===== src/rtl/bram_seq_reader.sv =====
// Burst reader for the trig/done BRAM read port: one single-word request per address, words queued in a FWFT FIFO.
// Optional request timeout is enabled by defining BRAM_RD_TIMEOUT_EN.
module bram_seq_reader #(
    parameter int FIFO_DEPTH  = 4,
    parameter int TIMEOUT_CYC = 255
) (
    input  logic        i_clk,
    input  logic        i_rst,
    input  logic        i_start,
    input  logic [12:0] i_base_addr,
    input  logic [13:0] i_len,
    output logic        o_busy,
    output logic        o_done,
    output logic        o_err,
    output logic [12:0] o_bram_addr,
    output logic        o_bram_trig,
    input  logic [31:0] i_bram_data,
    input  logic        i_bram_done,
    output logic [31:0] o_data,
    output logic        o_valid,
    input  logic        i_ready
);

    localparam int AW = $clog2(FIFO_DEPTH);
    localparam int CW = AW + 1;

    typedef enum logic [1:0] {
        ST_IDLE = 2'd0,
        ST_REQ  = 2'd1,
        ST_GAP  = 2'd2,
        ST_FIN  = 2'd3
    } state_t;

    if (FIFO_DEPTH < 2 || (FIFO_DEPTH & (FIFO_DEPTH - 1)) != 0 ||
        TIMEOUT_CYC < 1 || TIMEOUT_CYC > 65535) begin : g_bad_cfg
        $error("bram_seq_reader: illegal FIFO_DEPTH or TIMEOUT_CYC");
    end

    state_t          state_r;
    state_t          state_nxt_s;
    logic [12:0]     addr_r;
    logic [13:0]     rem_r;
    logic            busy_r;
    logic            done_r;
    logic            trig_r;
    logic [31:0]     mem_r [FIFO_DEPTH];
    logic [AW-1:0]   wr_ptr_r;
    logic [AW-1:0]   rd_ptr_r;
    logic [CW-1:0]   count_r;

    logic            accept_s;
    logic            push_s;
    logic            pop_s;
    logic            fifo_space_s;
    logic            timeout_s;

    assign accept_s     = (state_r == ST_IDLE) && i_start;
    assign push_s       = (state_r == ST_REQ) && i_bram_done;
    assign pop_s        = (count_r != {CW{1'b0}}) && i_ready;
    assign fifo_space_s = (count_r < CW'(FIFO_DEPTH));

`ifdef BRAM_RD_TIMEOUT_EN
    localparam logic [15:0] TO_LAST = 16'(TIMEOUT_CYC - 1);

    logic [15:0] to_cnt_r;
    logic        err_r;

    assign timeout_s = (state_r == ST_REQ) && !i_bram_done && (to_cnt_r == TO_LAST);

    // Request-age counter; zero outside REQ so every request starts its own count.
    always_ff @(posedge i_clk) begin
        if (i_rst) begin
            to_cnt_r <= 16'd0;
        end else if (state_r == ST_REQ) begin
            to_cnt_r <= to_cnt_r + 16'd1;
        end else begin
            to_cnt_r <= 16'd0;
        end
    end

    // Sticky timeout flag, cleared by the next accepted command.
    always_ff @(posedge i_clk) begin
        if (i_rst) begin
            err_r <= 1'b0;
        end else if (accept_s) begin
            err_r <= 1'b0;
        end else if (timeout_s) begin
            err_r <= 1'b1;
        end else begin
            err_r <= err_r;
        end
    end

    assign o_err = err_r;
`else
    assign timeout_s = 1'b0;
    assign o_err     = 1'b0;
`endif

    // Next-state decode; the FIFO space check only happens in GAP so at most one word is ever in flight.
    always_comb begin
        state_nxt_s = state_r;
        case (state_r)
            ST_IDLE: begin
                if (accept_s) begin
                    state_nxt_s = (i_len == 14'd0) ? ST_FIN : ST_GAP;
                end else begin
                    state_nxt_s = ST_IDLE;
                end
            end
            ST_GAP: begin
                if (rem_r == 14'd0) begin
                    state_nxt_s = ST_FIN;
                end else if (fifo_space_s) begin
                    state_nxt_s = ST_REQ;
                end else begin
                    state_nxt_s = ST_GAP;
                end
            end
            ST_REQ: begin
                if (i_bram_done) begin
                    state_nxt_s = ST_GAP;
                end else if (timeout_s) begin
                    state_nxt_s = ST_FIN;
                end else begin
                    state_nxt_s = ST_REQ;
                end
            end
            ST_FIN: begin
                state_nxt_s = ST_IDLE;
            end
            default: begin
                state_nxt_s = ST_IDLE;
            end
        endcase
    end

    // State register with the control outputs registered from the next state.
    always_ff @(posedge i_clk) begin
        if (i_rst) begin
            state_r <= ST_IDLE;
            busy_r  <= 1'b0;
            done_r  <= 1'b0;
            trig_r  <= 1'b0;
        end else begin
            state_r <= state_nxt_s;
            busy_r  <= (state_nxt_s != ST_IDLE);
            done_r  <= (state_nxt_s == ST_FIN);
            trig_r  <= (state_nxt_s == ST_REQ);
        end
    end

    // Burst address and remaining count; address only moves on the capture edge, when trig also drops.
    always_ff @(posedge i_clk) begin
        if (i_rst) begin
            addr_r <= 13'd0;
            rem_r  <= 14'd0;
        end else if (accept_s) begin
            addr_r <= i_base_addr;
            rem_r  <= i_len;
        end else if (push_s) begin
            addr_r <= addr_r + 13'd1;
            rem_r  <= rem_r - 14'd1;
        end else begin
            addr_r <= addr_r;
            rem_r  <= rem_r;
        end
    end

    // Output FIFO storage and pointers.
    always_ff @(posedge i_clk) begin
        if (i_rst) begin
            for (int i = 0; i < FIFO_DEPTH; i++) begin
                mem_r[i] <= 32'd0;
            end
            wr_ptr_r <= {AW{1'b0}};
            rd_ptr_r <= {AW{1'b0}};
        end else begin
            if (push_s) begin
                mem_r[wr_ptr_r] <= i_bram_data;
                wr_ptr_r        <= wr_ptr_r + AW'(1);
            end else begin
                wr_ptr_r <= wr_ptr_r;
            end
            if (pop_s) begin
                rd_ptr_r <= rd_ptr_r + AW'(1);
            end else begin
                rd_ptr_r <= rd_ptr_r;
            end
        end
    end

    // FIFO occupancy; simultaneous push and pop leave it unchanged.
    always_ff @(posedge i_clk) begin
        if (i_rst) begin
            count_r <= {CW{1'b0}};
        end else begin
            case ({push_s, pop_s})
                2'b10:   count_r <= count_r + CW'(1);
                2'b01:   count_r <= count_r - CW'(1);
                default: count_r <= count_r;
            endcase
        end
    end

    assign o_busy      = busy_r;
    assign o_done      = done_r;
    assign o_bram_trig = trig_r;
    assign o_bram_addr = addr_r;
    assign o_data      = mem_r[rd_ptr_r];
    assign o_valid     = (count_r != {CW{1'b0}});

endmodule

===== config.mk =====
export PLATFORM = sky130hd
export DESIGN_NAME = bram_seq_reader
export DESIGN_NICKNAME = d
export VERILOG_FILES = /design/src/rtl/bram_seq_reader.sv
export SDC_FILE = /design/constraint.sdc
export NUM_CORES = 1
export LEC_CHECK = 0
export BUFFER_PORTS_ARGS = -buffer_cell sky130_fd_sc_hd__buf_4
export CAP_MARGIN = 20
export CORE_MARGIN = 10
export CORE_UTILIZATION = 50
export DETAILED_ROUTE_END_ITERATION = 16
export PLACE_DENSITY = 0.77
export SYNTH_ARGS = -nofsm -noshare
export SYNTH_HDL_FRONTEND = slang
export SYNTH_SLANG_ARGS = --single-unit
export TNS_END_PERCENT = 50

===== constraint.sdc =====
create_clock -name i_clk -period 2.95 [get_ports i_clk]
set_input_delay 0.1475 -clock i_clk [delete_from_list [all_inputs] [get_ports i_clk]]
set_output_delay 0.1475 -clock i_clk [all_outputs]
set_load 0.02 [all_outputs]

==> flow_summary.json <==
{
  "synth_compound_area_share_pct": 6.271,
  "slew_headroom_pct": 40.16,
  "leakagePower_nw": 3.698,
  "yosysTopAreaCell": "edfxtp_1",
  "clock_sinks": 169,
  "slowest_delay_ps": 480,
  "cts_buffers": 17,
  "viasPerCell": 5.632,
  "rows": 44,
  "cp_num_buf_inv": 2,
  "finalClockSkew_ps": 6.115,
  "drt_iter0_markers": 373,
  "area_growth_pct": 24.70,
  "status": "complete, no violations",
  "postLayoutCoreUtil_pct": 64.16,
  "io_pins": 114,
  "tightest_slew_ps": 897.6,
  "fin_nets": 812,
  "cap_violations": 0,
  "crit_fanout": 12,
  "routed_wl_mm": 18.45,
  "synthCells": 616,
  "grt_usage_pct": 18.22,
  "synthFlopType": "edfxtp_1",
  "end_kind": "flip-flop",
  "syn-cell-area_um2": 7562,
  "remaining_drc_errors": 0,
  "synth.yosys.seq_area_share_pct": 61.68,
  "yosys_register_bits": 169,
  "setup_viol": 0,
  "power_density_nw_per_um2": 615.4,
  "portBuffers": 112,
  "yosys_warnings": 0,
  "fin_crit_sh_pct": 81.69,
  "synth_top_family_by_area": "simple AND/OR/NAND/NOR gates",
  "yosysTopAreaCellShare_pct": 50.83,
  "worstPathRequired_ps": 3310,
  "cts_root_buf": "clkbuf_16",
  "clockBufferDepth": 2,
  "path_cells": "and3b_1 -> inv_6 -> ha_1 -> inv_1 -> fa_1 -> xor2_1 -> or3_1 -> a21oi_1",
  "coreArea_um2": 14700,
  "gr-total-overflow": 0,
  "htree_levels": 4,
  "die_h_um": 143.0,
  "crit_type": "reg2reg",
  "grt_pass1_vias": 5555,
  "fin_total_pwr_mw": 5.803,
  "synth_fa_ha_area_share_pct": 0.7611,
  "period_minus_slack_ps": 2410,
  "synth_simple_gate_area_share_pct": 15.44,
  "timing.fmax_mhz": 415.0,
  "cpMaxStageDelayCell": "dfxtp_1",
  "drv_slew": 0,
  "antenna_found_initial": 0,
  "syn_avg_cell_area_um2": 12.28,
  "synthArstFlopShare_pct": 0,
  "whs_ps": 15.01,
  "dp_hpwl_mm": 11.99,
  "dieArea_um2": 20440,
  "initial_core_util_pct": 51.45,
  "synthMuxAreaShare_pct": 9.960,
  "synth_area_leaders": "edfxtp_1 (51%), dfxtp_1 (11%), mux4_2 (9.5%)",
  "cts_tree": "done",
  "syn_nets": 684,
  "synthXorXnorAreaFrac_pct": 1.274,
  "wire_per_inst_um": 19.61,
  "arrival_ps": 2760,
  "drive_above_1_share_pct": 27.08,
  "place.gp.congestion": 0.8801,
  "grt_max_degree": 50,
  "die_w_um": 143.0,
  "finalHoldViolCount": 0,
  "ir_drop_mv": 0.4306,
  "grt_pass1_wl_mm": 28.99,
  "synth_edf_count": 128,
  "num_antenna_cells": 0,
  "cp-start-kind": "flip-flop",
  "ys_types": 58,
  "ant_nets": 0,
  "vias": 5300,
  "rsz0062_at_grt": "false",
  "critical-path-top-delay-family": "simple AND/OR/NAND/NOR gates",
  "clk_transition_reported_paths_ps": 60,
  "drt_pass1_iterations": 5,
  "hp-class": "in2reg",
  "clkLatencyLatePin_ps": 420
}
-- registers in the layout, indices dropped and copies added, names as in the netlist, 2 cells and up, named ones only --
name	flops
rd_ptr_r	2
mem_r	128
count_r	3
wr_ptr_r	2
state_r	2
o_bram_addr	13
rem_r	14
-- stage by stage --
step                setup slack [ps]  instance area (um^2)  TNS (ps)  cells
floorplan                     -67.46                  7562     -4317    616
global placement               708.3                  8632         0    890
detailed placement             575.7                  8632         0    890
CTS                            557.1                  9430         0    941
global route                   412.6                  9430         0    941
finish                         540.3                  9430         0    941
-- Yosys cell counts (6+ instances only) --
| cell type | count |
|---|---|
| nor3_1 | 9 |
| nor2b_1 | 6 |
| a21oi_1 | 19 |
| dfxtp_1 | 41 |
| xor2_1 | 8 |
| nor4_1 | 7 |
| and2_1 | 34 |
| nand3_1 | 11 |
| nor2_1 | 97 |
| buf_2 | 8 |
| clkbuf_1 | 21 |
| mux4_2 | 32 |
| inv_1 | 40 |
| o21ai_0 | 14 |
| edfxtp_1 | 128 |
| nand2_1 | 57 |
| nand2b_1 | 7 |
-- final timing paths --
kind,from,to,slack (ps),cells past startpoint
worst min-delay path,i_bram_data[1],mem_r[0][1],20,2
worst max register to register,state_r[1],count_r[2],540,8
worst max-delay path,state_r[1],count_r[2],540,8
worst min register to register,o_bram_addr[2],o_bram_addr[2],500,2
-- logic make-up (layout without fill, tap and decap cells) --
logic type	count (synthesis)	in the layout
AND/OR/NAND/NOR	246	246
flip-flops	169	169
buffers and inverters	78	219
AO/OA/AOI/OAI	72	72
multiplexers	35	35
XOR/XNOR	11	11
adder cells (fa/ha/maj)	4	4
other	1	1
-- placed cells by master, fill, tap and decap left out, types with 3 or more instances in the layout --
master,instances
nor2b_1,6
o22ai_1,3
dlygate4sd3_1,19
a22oi_1,5
nor4_1,7
or3_1,5
mux4_2,32
o211ai_1,4
dfxtp_1,39
a31oi_1,3
nand2_1,57
xnor2_1,3
o21ai_0,14
a211oi_1,4
inv_1,40
edfxtp_1,128
nor2_1,96
nand2b_1,5
nand3_1,11
a21oi_1,19
xor2_1,8
bufinv_16,4
ha_1,3
nor3_1,8
clkinv_1,3
and2_1,34
clkbuf_16,17
a221oi_1,5
buf_4,125
-- report_power, final --
group	switching, mW	internal [mW]	leakage [nW]
logic	0.422	0.350	1.75
clock network	0.884	1.40	0.289
registers	0.0744	2.67	1.66
total	1.38	4.42	3.70
-- repair_timing --
action	in CTS	in global routing
hold buffers	19	0
hold endpoints to repair	19	0
resized for setup	0	0
setup buffers	0	0
-- layout make-up --
type	count	area (um^2)
fill	1108	5269
sequential	169	4667
multi-input combinational	369	2597
timing repair buffer	146	1169
clock buffer	18	429.2
tap	184	230.2
clock inverter	14	178.9
inverter	41	158.9
-- per-layer routing --
layer | GRT usage (%) | wire length [um]
met5 | 0 | 0
met4 | 7.655 | 423
met3 | 4.245 | 1055
met2 | 31.75 | 9714
met1 | 21.09 | 7258
No activity file was read; power rests on OpenSTA's default activity.
